File: config.mk
export PLATFORM = sky130hd
export DESIGN_NAME = bam_seq_mult
export DESIGN_NICKNAME = d
export VERILOG_FILES = /design/src/rtl/bam_seq_mult.sv
export SDC_FILE = /design/constraint.sdc
export NUM_CORES = 1
export LEC_CHECK = 0
export ABC_AREA = 1
export ABC_CLOCK_PERIOD_IN_PS = 2400
export CORE_UTILIZATION = 51
export CTS_CLUSTER_DIAMETER = 150
export DETAILED_ROUTE_END_ITERATION = 16
export GPL_ROUTABILITY_DRIVEN = 0
export GPL_TIMING_DRIVEN = 0
export HOLD_SLACK_MARGIN = 0.1
export PLACE_DENSITY = 0.76
export SLEW_MARGIN = 25
export SYNTH_ARGS = -nofsm -noshare
export SYNTH_HDL_FRONTEND = slang
export SYNTH_SLANG_ARGS = --single-unit
File: constraint.sdc
create_clock -name clk -period 2.4 [get_ports clk]
set_clock_uncertainty 0.2 [all_clocks]
set_input_delay 0.48 -clock clk [delete_from_list [all_inputs] [get_ports clk]]
set_output_delay 0.48 -clock clk [all_outputs]
set_load 0.01 [all_outputs]
File: src/rtl/bam_seq_mult.sv
// bam_seq_mult: sequential Broken Array Multiplier for unsigned WxW operands.
// One partial-product row is accumulated per cycle. Rows j < HBL and product
// columns i+j < VBL are dropped, which gives the BAM approximation.
// Optional feature macro: BAM_SEQ_SKIP_ZERO_EN. When it is defined, the block
// finishes early once all remaining multiplier bits are zero. The product is
// unchanged; only the latency gets shorter.
module bam_seq_mult #(
  parameter int W   = 8,
  parameter int HBL = 0,
  parameter int VBL = 0
) (
  input  logic           clk,
  input  logic           rst_n,
  input  logic           in_valid,
  output logic           in_ready,
  input  logic [W-1:0]   a,
  input  logic [W-1:0]   b,
  output logic           out_valid,
  input  logic           out_ready,
  output logic [2*W-1:0] p
);

  localparam int RW = (W > 2) ? $clog2(W) : 1;
  localparam logic [2*W-1:0] C_ONE = {{(2*W-1){1'b0}}, 1'b1};
  // Clears product columns below the vertical break level.
  localparam logic [2*W-1:0] C_MASK = ~((C_ONE << VBL) - C_ONE);

  typedef enum logic [1:0] {
    S_IDLE,
    S_BUSY,
    S_DONE
  } state_t;

  state_t           r_state;
  logic [W-1:0]     r_a;
  logic [W-1:0]     r_b;
  logic [2*W-1:0]   r_acc;
  logic [RW-1:0]    r_row;
  logic             r_in_ready;
  logic             r_out_valid;
  logic [2*W-1:0]   r_p;

  logic [2*W-1:0]   w_a_ext;
  logic [2*W-1:0]   w_row_term;
  logic [2*W-1:0]   w_sum;
  logic             w_last;

  assign w_a_ext = {{W{1'b0}}, r_a};

  // Masked partial-product row for the row currently being processed.
  always_comb begin
    w_row_term = '0;
    if (r_b[r_row]) begin
      w_row_term = (w_a_ext << r_row) & C_MASK;
    end
  end

  assign w_sum = r_acc + w_row_term;

`ifdef BAM_SEQ_SKIP_ZERO_EN
  logic [W-1:0] w_b_hi;

  // Multiplier bits above the current row; when they are all zero, the
  // remaining rows contribute nothing and the block can stop.
  assign w_b_hi = r_b >> (r_row + 1'b1);
  assign w_last = (r_row == RW'(W-1)) || (w_b_hi == '0);
`else
  assign w_last = (r_row == RW'(W-1));
`endif

  // Handshake FSM with the row accumulator; all outputs are registered.
  always_ff @(posedge clk or negedge rst_n) begin
    if (!rst_n) begin
      r_state     <= S_IDLE;
      r_a         <= '0;
      r_b         <= '0;
      r_acc       <= '0;
      r_row       <= '0;
      r_in_ready  <= 1'b1;
      r_out_valid <= 1'b0;
      r_p         <= '0;
    end else begin
      case (r_state)
        S_IDLE: begin
          if (in_valid) begin
            r_a        <= a;
            r_b        <= b;
            r_acc      <= '0;
            r_row      <= RW'(HBL);
            r_in_ready <= 1'b0;
            r_state    <= S_BUSY;
          end
        end
        S_BUSY: begin
          r_acc <= w_sum;
          r_row <= r_row + 1'b1;
          if (w_last) begin
            r_p         <= w_sum;
            r_out_valid <= 1'b1;
            r_state     <= S_DONE;
          end
        end
        S_DONE: begin
          if (out_ready) begin
            r_out_valid <= 1'b0;
            r_in_ready  <= 1'b1;
            r_state     <= S_IDLE;
          end
        end
        default: begin
          r_out_valid <= 1'b0;
          r_in_ready  <= 1'b1;
          r_state     <= S_IDLE;
        end
      endcase
    end
  end

  assign in_ready  = r_in_ready;
  assign out_valid = r_out_valid;
  assign p         = r_p;

endmodule

After elaboration in Yosys (flattened, before gate mapping)
Index checks and enable logic that the tools add are counted.
W data, S select, Z words.

storage, ports and cells
  output and inout port bits = 18
  bits in read-only memories = 0
  register bits after elaboration = 55
  input bits = 20
  logic and storage cells = 45
  memories = 0
  bits in latches = 0
  bits in writable memories = 0

cells by class
  multiplexer cells = 17
  $mul = 0
  equal/unequal tests = 6
  div/mod/pow operators = 0
  $add $sub $neg = 2
  shifts and indexed selects = 1
  bitwise operators = 2
  order comparisons = 1
  reductions and logical operators = 8

operators by type and width
  kind                   count
  $mux W16               2
  $pmux W16 S2           1
  $add A16 B16 Y16       1
  $shl A8 B3 Y16         1
  $reduce_and A3 Y1      3
  $mux W2                3
  $ne A2 B2 Y1 const B   3
  $pmux W1 S3            2
  $pmux W2 S3            1
  $pmux W3 S2            1
  $reduce_and A2 Y1      3
  $mux W1                5
  $lt A3 B4 Y1 const B   1
  $add A3 B1 Y3 const B  1
  $bmux W1 S3            1
  $eq A3 B3 Y1 const B   1
  $mux W3                1
  $eq A2 B1 Y1 const B   1
  $eq A2 B2 Y1 const B   1
  $logic_not A2 Y1       1
  $not A1 Y1             2
  $reduce_bool A2 Y1     1

Logic depth before layout (Yosys ltp)
Gate-level depths: netlist of run 1.

  word-level depth = 5
  depth in mapped cells = 19

Worst setup path before layout of run 1
Ideal clock, no wire load.

  kind = register to register
  start point = reg r_row[0]
  end point = reg r_acc[8]
  path buffers = 1
  cell stages (with the launch flop) = 16
  data required time = 2.083 ns
  slack = -0.070 ns
  data arrival time = 2.153 ns
  path through = dfrtp_1 buf_4 nor2_1 o22ai_2 nand2_2 nor3_1 ha_1 fa_1 nand2_1 nand2_1 and2_1 nand2_1 nand2_1 xor2_1 nand2_1 nand2_1

on the way
  longest elaborated chain between the ends = 5
  elaborated cells on any way between the ends = 6

ends and longest elaborated chain
  what                           RTL line  RTL
  from (decl)                    38        logic [RW-1:0] r_row;
  from (signal assigned)         89        r_row <= RW'(HBL);
  from (signal assigned)         96        r_row <= r_row + 1'b1;
  $bmux W1 S3                    53        if (r_b[r_row]) begin
  $mux W1 (not written as such)  53
  $mux W16 (*)                   53
  $add A16 B16 Y16 (*)           58        assign w_sum = r_acc + w_row_term;
  $pmux W16 S2 (*)               83        case (r_state)
  to (signal assigned)           95        r_acc <= w_sum;
  to (decl)                      37        logic [2*W-1:0] r_acc;

Mark *: on every way between the ends. The rest lies on a longest branch, timed or not. The select of a mux whose other input is x is not followed.
A chain may end at the register's enable or synchronous reset.

Final worst setup path of run 1
  start point = reg r_row[0]
  end point = reg r_acc[13]

Same word-level chain as after synthesis.

==> results.ini, run 1 <==
[final_layout]
layout-area-overhead-vs-synth_pct = 35.83
post_layout_nonfiller_instances = 626
postLayoutCellArea_sq_mm = 0.004743
post_route_cells_drive_above_1_share_pct = 31.33
antenna_fix_cells = 0
finalCoreUtilization_pct = 73.03
finalNetCount = 586
num-fill-cells = 489

[power_and_ir_drop]
power.share.clock_pct = 8.5
cellInternalPower_uw = 3795
power_frac_seq_pct = 23.3
p_comb_share_pct = 68.2
power_density_mw_per_mm2 = 1553
worst_supply_voltage_drop_on_vdd_mv = 0.6108
netSwitchingFraction_pct = 48.49
power.leakage_uw = 0.002397
net-switching-power_uw = 3572

[critical_path]
cp_cell_sequence = inv_4 > buf_8 > buf_4 > o21ai_4 > o21ai_2 > nor2_2 > o21ai_2 > inv_2 > ha_4 > nand2_2 > inv_4 > nand2_4 > nor3_2 > nand2_2 > nand2_1 > nand2_2 > nand3_2 > nand2_2
timing.critical_path.slowest_cell_delay_ns = 0.48
worstPathBufferInverterCount = 5
regToRegSetupSlack_ns = -0.32
timing.setup.critical_path_class = reg2reg
crit_required_ns = 2.42
cp-start-kind = flop
worstPathMaxFanout = 7
critical-path-slowest-cell = sky130_fd_sc_hd__dfrtp_2
crit_path_end_kind = flop
crit_top_cell = sky130_fd_sc_hd__nand2_2
critPathArrivalTime_ns = 2.74
path_delay_family = simple AND/OR/NAND/NOR gates

[clock_tree]
clock_sink_count = 55
clock_insertion_delay_worst_skew_ns = 0.32
cts-htree-levels = 2
cts_buffer_depth = 2
clock_tree.root_cell = sky130_fd_sc_hd__clkbuf_8
tritoncts.num_buffers = 5
cts_tree = yes
path_clk_slew_ns = 0.11

[timing]
report.final.hold_viol_count = 0
worst-slew-pin-transition_ns = 0.3361
timing.final.crit_share_pct = 113.5
min_period_ns = 2.723
max_clock_freq_ghz = 0.3673
whs_ns = 0.2762
setup_violations = 26
max-slew-margin-rel_pct = 77.54
slew_viol_final = 0
post_route_setup_tns_ns = -6.209
layout_setup_ws_ns = -0.3229
unrepaired_setup_endpoints_after_global_routing = true

[grt]
busiest_layer = met2
grt_util_all_layers_pct = 26.42
grt_max_degree = 36
wire_length_of_the_first_global_routing_pass_mm = 15.06
first_global_vias = 3315
grt.met1_usage_pct = 33.52
grt_antenna_before_repair = 0
grt_overflow_total = 0
met2_usage_pct = 46.56
gr-usage-met3_pct = 3.343

[detailed_routing]
post_drt_wl_per_cell_um = 14.87
initialDrtViolationCount = 188
detailroute.via_count = 3386
drc = 0
detail_route.wirelength_mm = 9.308
via_density_per_instance = 5.409
route.antenna.remaining_nets = 0
detailed_router_iteration_count_before_antenna_repair = 13

[floorplan]
floorplan.io_pins = 38
fp.dieH_um = 84.75
floorplan.initialDensity_pct = 53.77
die_area_sq_mm = 0.007183
chipWidth_um = 84.75
placeableCoreArea_sq_mm = 0.006495
floorplan.rows = 29

[place]
dpl-instance-area_sq_mm = 0.004030
place.detailed.instances = 605
io_buffer_count = 37
detailed_place_hpwl_mm = 6.016

[synthesis]
synth-seq-area-share_pct = 39.45
syn-cell-area_sq_mm = 0.003492
biggest_area_contributors_in_the_synthesized_netlist = sky130_fd_sc_hd__dfrtp_1 39%, sky130_fd_sc_hd__nand2_1 22%, sky130_fd_sc_hd__ha_1 6.1%, sky130_fd_sc_hd__inv_1 4.8%, sky130_fd_sc_hd__nand3_1 4.0%
syn_area_per_cell_sq_um = 7.127
synth_seq_cells = 55
post_synth_inst_count = 490
syn-num-nets = 528
ys_warn_count = 0
netlist-cell-type-count = 33
synth_top_area_cell = sky130_fd_sc_hd__dfrtp_1
synth_top_cell_area_share_pct = 38.70

[hold_path]
min_path_type = reg2reg

[outcome]
run_status = finished with violations
failed_checks = negative setup slack

[run]
timing.max_cap.violations = 0

worst reg2reg max path: cells and delay by family, from the launching register on:
| kind | cells | cell delay [ns] |
|---|---|---|
| fa+ha+maj | 1 | 0.28 |
| simple gates | 9 | 0.77 |
| flops | 1 | 0.48 |
| compound gates | 3 | 0.37 |
| buf+inv | 5 | 0.51 |
per-stage QoR:
stage / power, uW / setup slack, ns
after floorplan: 4280 / 0.007124
after global placement: 5145 / -1.058
after detailed placement: 5263 / -0.3423
after CTS: 6652 / -0.2450
after global routing: 7893 / -0.4521
final: 7368 / -0.3229
cells in the mapped netlist:
cell,number
sky130_fd_sc_hd__xnor2_1,1
sky130_fd_sc_hd__or2_0,1
sky130_fd_sc_hd__inv_1,45
sky130_fd_sc_hd__nand3_1,28
sky130_fd_sc_hd__o22ai_2,2
sky130_fd_sc_hd__nand2_1,209
sky130_fd_sc_hd__nand2_4,2
sky130_fd_sc_hd__buf_6,2
sky130_fd_sc_hd__and2_1,1
sky130_fd_sc_hd__nand2_2,3
sky130_fd_sc_hd__clkinv_1,1
sky130_fd_sc_hd__nor2_8,1
sky130_fd_sc_hd__ha_1,17
sky130_fd_sc_hd__dfstp_2,1
sky130_fd_sc_hd__o21ai_2,12
sky130_fd_sc_hd__o21ai_0,19
sky130_fd_sc_hd__or2_2,2
sky130_fd_sc_hd__or2_1,4
sky130_fd_sc_hd__nand4_1,1
sky130_fd_sc_hd__a21oi_1,7
sky130_fd_sc_hd__fa_1,1
sky130_fd_sc_hd__o21ai_1,7
sky130_fd_sc_hd__nor2_1,31
sky130_fd_sc_hd__nor2_2,2
sky130_fd_sc_hd__nor2_4,2
sky130_fd_sc_hd__nand3b_1,4
sky130_fd_sc_hd__buf_2,7
sky130_fd_sc_hd__inv_4,1
sky130_fd_sc_hd__buf_4,3
sky130_fd_sc_hd__inv_2,9
sky130_fd_sc_hd__nor3_1,7
sky130_fd_sc_hd__dfrtp_1,54
sky130_fd_sc_hd__xor2_1,3
cell type report:
type / instances / area, sq um / share of cell area [%]
Sequential cell: 55 / 1379 / 29.07
Inverter: 56 / 221.5 / 4.669
Multi-Input combinational cell: 367 / 2355 / 49.64
Clock inverter: 1 / 30.03 / 0.6331
Timing Repair Buffer: 51 / 495.5 / 10.45
Clock buffer: 7 / 76.32 / 1.609
Buffer: 12 / 90.09 / 1.899
Tap cell: 77 / 96.34 / 2.031
sequential cells by signal (all words and copies together) (netlist names):
register	flops
r_state	2
in_ready	1
out_valid	1
r_row	3
r_b	8
p	16
r_acc	16
r_a	8
layer usage:
| layer | routed length [um] | part of all wire [%] | up-vias |
|---|---|---|---|
| met5 | 0 | 0 | - |
| met4 | 172 | 1.8 | 0 |
| met3 | 504 | 5.4 | 19 |
| met2 | 4661 | 50 | 128 |
| met1 | 3970 | 43 | 1594 |
| li1 | - | - | 1645 |
cell families after synthesis:
kind of cell	Yosys count	share of synthesized area (%)
AO/OA/AOI/OAI	47	8.455
XOR/XNOR	4	1.003
adder cells (fa/ha/maj)	18	6.664
buffers and inverters	68	8.384
flip-flops	55	39.45
AND/OR/NAND/NOR	298	36.04
power by group through the flow:
stage	Combinational [uW]	Sequential (uW)	Clock, uW
detailed placement	3590	1670	0
floorplan	2610	1670	0
global placement	3490	1660	0
global route	5480	1760	656
CTS	4340	1690	628
finish	5030	1710	627
worst paths after layout:
check / start / endpoint / depth (start not counted)
max: r_row[0]$_DFFE_PN0P_ / r_acc[13]$_DFFE_PN0P_ / 18
min: in_ready$_DFFE_PN1P_ / in_ready$_DFFE_PN1P_ / 2
max reg2reg: r_row[0]$_DFFE_PN0P_ / r_acc[13]$_DFFE_PN0P_ / 18
min reg2reg: in_ready$_DFFE_PN1P_ / in_ready$_DFFE_PN1P_ / 2
max in group asynchronous: rst_n / in_ready$_DFFE_PN1P_ / 3
min in group asynchronous: rst_n / r_acc[4]$_DFFE_PN0P_ / 2
what timing repair did:
item,in CTS,in global routing
resized for setup,72,63
setup buffers,8,4
endpoints found under the hold margin,20,0
hold buffers,1,0
cloned,1,0
pin swaps,31,45
endpoints found under the setup margin,26,30
cells in the final DEF (no fill, tap or decap), drive strengths merged:
cell	instances
o21ai	38
fa	1
nand2	214
dfrtp	54
ha	17
bufinv	1
nand3b	4
dlygate4sd3	1
dfstp	1
inv	55
clkbuf	8
xor2	3
or2	7
nand4	1
and2	1
clkinv	1
o22ai	2
clkdlybuf4s50	36
nor2	36
nand3	28
xnor2	1
nor3	7
a21oi	7
buf	25
No activity file was read; power rests on OpenSTA's default activity.
==> run 2: changes to the inputs <==
--- a/config.mk
+++ b/config.mk
@@ -13,7 +13,7 @@
 export GPL_ROUTABILITY_DRIVEN = 0
 export GPL_TIMING_DRIVEN = 0
 export HOLD_SLACK_MARGIN = 0.1
-export PLACE_DENSITY = 0.76
+export PLACE_DENSITY = 0.87
 export SLEW_MARGIN = 25
 export SYNTH_ARGS = -nofsm -noshare
 export SYNTH_HDL_FRONTEND = slang
==> results.ini, run 2 (same netlist as run 1, synthesis figures left out) <==
[final_layout]
layout_commonest_cell = sky130_fd_sc_hd__nand2_1
finalCoreUtilization_pct = 76.15  ; +3.1 points
post_layout_nonfiller_instances = 633  ; +1.1%
final_cell_mix = 164 x sky130_fd_sc_hd__nand2_1, 53 x sky130_fd_sc_hd__dfrtp_1, 39 x sky130_fd_sc_hd__nand2_2
antenna_fix_cells = 0  ; unchanged
post_route_cells_drive_above_1_share_pct = 34.71  ; +3.4 points
layout-area-overhead-vs-synth_pct = 41.63
finalNetCount = 593  ; +1.2%
postLayoutCellArea_sq_mm = 0.004946  ; +4.3%

[clock_tree]
path_clk_slew_ns = 0.10  ; about the same
cts_buffer_depth = 2  ; unchanged
clock_sink_count = 55  ; unchanged
clock_tree.root_cell = sky130_fd_sc_hd__clkbuf_8
cts-htree-levels = 2  ; unchanged
tritoncts.num_buffers = 5  ; unchanged
clock_insertion_delay_worst_skew_ns = 0.32  ; about the same
cts_tree = yes

[critical_path]
critPathArrivalTime_ns = 3.13  ; +0.39 ns
crit_path_end_kind = flop
cp-start-kind = flop
crit_required_ns = 2.42  ; about the same
timing.setup.critical_path_class = reg2reg
worstPathMaxFanout = 10  ; +3
path_depth_of_the_worst_reg2reg_path = 16  ; -2

[detailed_routing]
post_drt_wl_per_cell_um = 19.91  ; +34%
drc = 0  ; unchanged
detailroute.via_count = 3942  ; +16%
via_density_per_instance = 6.227  ; +15%
route.antenna.remaining_nets = 0  ; unchanged
detail_route.wirelength_mm = 12.60  ; +35%
initialDrtViolationCount = 554  ; +190%
detailed_router_iteration_count_before_antenna_repair = 10  ; -3

[floorplan]
floorplan.io_pins = 38  ; unchanged
die_area_sq_mm = 0.007183  ; unchanged
placeableCoreArea_sq_mm = 0.006495  ; unchanged
fp.dieH_um = 84.75  ; unchanged
chipWidth_um = 84.75  ; unchanged
floorplan.initialDensity_pct = 53.77  ; unchanged
floorplan.rows = 29  ; unchanged

[place]
place.detailed.instances = 604  ; -0.17%
io_buffer_count = 37  ; unchanged
detailed_place_hpwl_mm = 6.134  ; +2.0%
dpl_worst_slack_ns = -0.3613  ; -0.01893 ns
dpl-instance-area_sq_mm = 0.004010  ; -0.50%

[grt]
grt_max_degree = 56  ; +56%
grt_antenna_before_repair = 0  ; unchanged
first_global_vias = 3547  ; +7.0%
grt_overflow_total = 0  ; unchanged
wire_length_of_the_first_global_routing_pass_mm = 16.44  ; +9.2%
grt_util_all_layers_pct = 28.93  ; +2.5 points

[timing]
slew_viol_final = 0  ; unchanged
max-slew-margin-rel_pct = 52.42  ; -25 points
max_clock_freq_ghz = 0.3217  ; -12%
worst-slew-pin-transition_ns = 0.7136  ; +0.3775 ns
report.final.hold_viol_count = 0  ; unchanged
unrepaired_setup_endpoints_after_global_routing = true
min_period_ns = 3.108  ; +0.3855 ns
layout_setup_ws_ns = -0.7084  ; -0.3855 ns
setup_violations = 29  ; +12%
timing.final.crit_share_pct = 129.5  ; +16 points

[power_and_ir_drop]
post-layout-total-power_uw = 8521  ; +16%
power.leakage_uw = 0.002500  ; +4.3%
worst_supply_voltage_drop_on_vdd_mv = 0.6792  ; +11%
power_density_mw_per_mm2 = 1723  ; +11%

[outcome]
failed_checks = negative setup slack
run_status = finished with violations

[run]
timing.max_cap.violations = 0  ; unchanged

[hold_path]
min_path_type = reg2reg
whs_path_depth = 2  ; unchanged

## run 2: changes by cell type in the layout (fill, tap and decap cells not counted), sizes merged
cell	change
clkinvlp	+1
buf	+7
clkbuf	-2
bufinv	+1
## run 2: repair_timing
item	4_1_cts	5_1_grt
hold endpoints to repair	54	0
gates resized for setup	82	79
cloned	1	0
buffers inserted	4	16
pin swaps	27	49
hold buffers	1	0
setup endpoints to repair	26	30
## run 2: cell type report
class | count | area (sq um)
Buffer | 12 | 90.09
Clock buffer | 5 | 68.82
Clock inverter | 3 | 67.56
Fill cell | 378 | 1549
Inverter | 56 | 221.5
Multi-Input combinational cell | 367 | 2447
Sequential cell | 55 | 1379
Tap cell | 77 | 96.34
Timing Repair Buffer | 58 | 575.6
## run 2: metrics by stage
step                hold WS (ns)  TNS [ns]
finish                    0.2886    -14.22
global route              0.3062    -16.83
CTS                       0.2907    -4.538
detailed placement        0.2647    -7.084
global placement          0.2485    -56.96
floorplan               -0.01559         0
## run 2: per-layer routing
metal  share of wire [%]  track usage [%]  wire, um  vias up
li1                    -                -         -     1660
met1                  34            34.22      4301     1810
met2                  48            49.45      6028      352
met3                  11            5.310      1341      120
met4                 7.4            16.64       930        0
met5                   0                0         0        -
## run 2: worst max-delay path, cell delays in order, from the launching register on
cell	delay, ns
sky130_fd_sc_hd__dfrtp_2	0.50
sky130_fd_sc_hd__buf_6	0.18
sky130_fd_sc_hd__o21ai_1	0.24
sky130_fd_sc_hd__nand2_1	0.17
sky130_fd_sc_hd__nor2_1	0.34
sky130_fd_sc_hd__o21ai_2	0.12
sky130_fd_sc_hd__inv_2	0.10
sky130_fd_sc_hd__ha_4	0.23
sky130_fd_sc_hd__nand2_1	0.07
sky130_fd_sc_hd__nand2_1	0.09
sky130_fd_sc_hd__nand2_1	0.08
sky130_fd_sc_hd__nand2_1	0.10
sky130_fd_sc_hd__inv_1	0.15
sky130_fd_sc_hd__nand2_2	0.09
sky130_fd_sc_hd__xor2_2	0.19
sky130_fd_sc_hd__nand2_1	0.09
sky130_fd_sc_hd__nand2_1	0.06
## run 2: final timing paths
path                                      startpoint                    to  slack (ns)
worst max-delay path            r_row[0]$_DFFE_PN0P_      p[8]$_DFFE_PN0P_       -0.71
min in group asynchronous                      rst_n      p[8]$_DFFE_PN0P_        0.53
worst max register to register  r_row[0]$_DFFE_PN0P_      p[8]$_DFFE_PN0P_       -0.71
worst min register to register      p[6]$_DFFE_PN0P_      p[6]$_DFFE_PN0P_        0.29
max in group asynchronous                      rst_n  r_row[0]$_DFFE_PN0P_        0.95
worst min-delay path                p[6]$_DFFE_PN0P_      p[6]$_DFFE_PN0P_        0.29
## run 2: where the power goes
part,leakage [uW],switching [uW],internal (uW)
Clock,0.0000644,326,416
Sequential,0.000696,385,1360
Combinational,0.00174,3560,2470
==> RTL edit (config.mk and constraints of run 1) <==
Build with the macro `BAM_SEQ_SKIP_ZERO_EN` defined.
--- a/src/rtl/bam_seq_mult.sv
+++ b/src/rtl/bam_seq_mult.sv
@@ -5,4 +5,6 @@
 // finishes early once all remaining multiplier bits are zero. The product is
 // unchanged; only the latency gets shorter.
+`define BAM_SEQ_SKIP_ZERO_EN
+
 module bam_seq_mult #(
   parameter int W   = 8,
Check against the original RTL: not equivalent (a bounded check fails within 4 cycles, from zero or initial values and one cycle with rst_n low).
==> RTL edit against run 1 <==
- the flow still finishes with violations (setup timing)
- design area decreased by 0.71%
- combinational power decreased by 7.4%
- critical endpoint is now r_acc[14]
- worst setup slack got worse by 0.15 ns
- via count increased by 0.38%
- global-route usage decreased by 1.1 points
- sequential cell count unchanged
- first-iteration DRC count increased by 17%
- largest power group unchanged
- area after synthesis increased by 1.2%
- non-clock buffer count increased by 8
- power decreased by 7.5%
- routed wire length decreased by 5.6%
- sequential power decreased by 6%
==> RTL edit: results (changes against run 1) <==
| Metric | Value |
|---|---|
| Status | `complete, but fails checks` |
| Failing checks | `setup timing` |
| Worst-path clk slew | `0.11 ns (about the same)` |
| Initial antenna violation count | `0 (unchanged)` |
| Tot GR Track Use | `25.3% (-1.1 points)` |
| Vias in the first global route | `3283 (-0.97%)` |
| Drt first pass iters | `5 (-8)` |
| CP delay by family, top | `simple AND/OR/NAND/NOR gates` |
| Worst Path Max Fanout | `8 (+1)` |
| Drt total wl | `8.78 mm (-5.6%)` |
| Share of cells above drive strength 1 | `25.6% (-5.7 points)` |
| Min setup slack post-route | `-0.475 ns (-0.153 ns)` |
| Via count | `3399 (+0.38%)` |
| # nets final | `619 (+5.6%)` |
| Yosys warning count | `0 (unchanged)` |
| First-pass GRT wire length | `14.6 mm (-2.7%)` |
| Slowest-stage cell, CP | `dfrtp_1` |
| Worst R2R Path Depth | `17 (-1)` |
| Skew-Pair Late Insertion Delay | `0.32 ns (about the same)` |
| Drt via density | `5.16 (-4.6%)` |
| Peak supply drop | `0.000644 V (+5.5%)` |
| Cell area after placement | `4180 sq um (+3.7%)` |
| Final hold vios | `0 (unchanged)` |
| Synth cell count leaders | `241 x nand2_1, 59 x inv_1, 54 x dfrtp_1` |
| Synth unique cells | `34 (+3.0%)` |
| CP max stage delay | `0.42 ns (-0.06 ns)` |
| Worst hold path depth | `2 (unchanged)` |
| Clock Tree Buf Depth | `2 (unchanged)` |
| Synth Instances | `517 (+5.5%)` |
| Startpoint class of the critical path | `flop` |
| Final setup violating endpoints | `30 (+15%)` |
| Post-DP HPWL | `6.25 mm (+3.9%)` |
| Area contributors post-synth | `dfrtp_1 38%, nand2_1 26%, inv_1 6.3%` |
| Sequential area share after synthesis | `39.0% (-0.46 points)` |
| Worst flop-to-flop path startpoint | `r_row[0]` |
| Lkg Pwr | `2.46 nW (+2.6%)` |
| Pre-CTS setup slack | `-0.581 ns (-0.239 ns)` |
| Crit path capture | `r_acc[14]` |
| # fillers | `518 (+5.9%)` |
| Sum Neg Setup Slack | `-10.76 ns (-4.55 ns)` |
| Root buf cell | `clkbuf_8` |
| Placed insts | `632 (+4.5%)` |
| Syn nets | `555 (+5.1%)` |
| DR iter-0 viols | `220 (+17%)` |
| Max_slew headroom | `63.8% (-14 points)` |
| Largest net degree at the start of global routing | `29 (-19%)` |
| CP arrival | `2.89 ns (+0.15 ns)` |
RTL edit: how the worst min path moves through the flow:
stage                     slack, ns   from         to
final                          0.28   p[5]       p[5]
after floorplan               -0.02  rst_n  out_valid
after global routing           0.31  p[11]      p[11]
after detailed placement       0.23  rst_n       p[3]
after CTS                      0.29   p[5]       p[5]
after global placement         0.25   p[3]       p[3]
RTL edit: power breakdown:
part / internal, mW / switching (mW)
Combinational: 1.89 / 2.78
Clock: 0.210 / 0.330
Sequential: 1.34 / 0.273
Total: 3.43 / 3.38
RTL edit: cell type report:
cell class,count,area [sq um],share of cell area [%]
multi-input combinational,387,2280,48.5
clock buffer,5,68.8,1.46
inverter,61,231,4.91
timing repair buffer,57,538,11.4
sequential,55,1380,29.3
tap,77,96.3,2.05
buffer,14,91.3,1.94
clock inverter,3,23.8,0.505
RTL edit: logic make-up after synthesis:
group | after synthesis | share of synthesized area, %
and+or+nand+nor | 313 | 35.5
buffers and inverters | 75 | 9.03
DFF | 55 | 39.0
AOI/OAI and AO/OA | 49 | 8.14
adders and majority gates | 18 | 6.59
xor gates and xnor gates | 6 | 1.49
muxes | 1 | 0.283
RTL edit: per-layer routing:
metal / GRT usage [%] / vias up / wire length (microns)
met5: 0 / - / 0
met3: 4.09 / 16 / 366
met1: 33.5 / 1576 / 4060
met2: 42.7 / 81 / 4210
li1: - / 1726 / -
met4: 7.70 / 0 / 153
RTL edit: repair_timing:
item / in CTS / in global routing
hold buffers: 1 / 0
gates cloned: 1 / 0
buffers inserted: 10 / 7
endpoints found under the setup margin: 30 / 30
pin swaps: 16 / 29
resized for setup: 37 / 64
hold endpoints to repair: 27 / 0
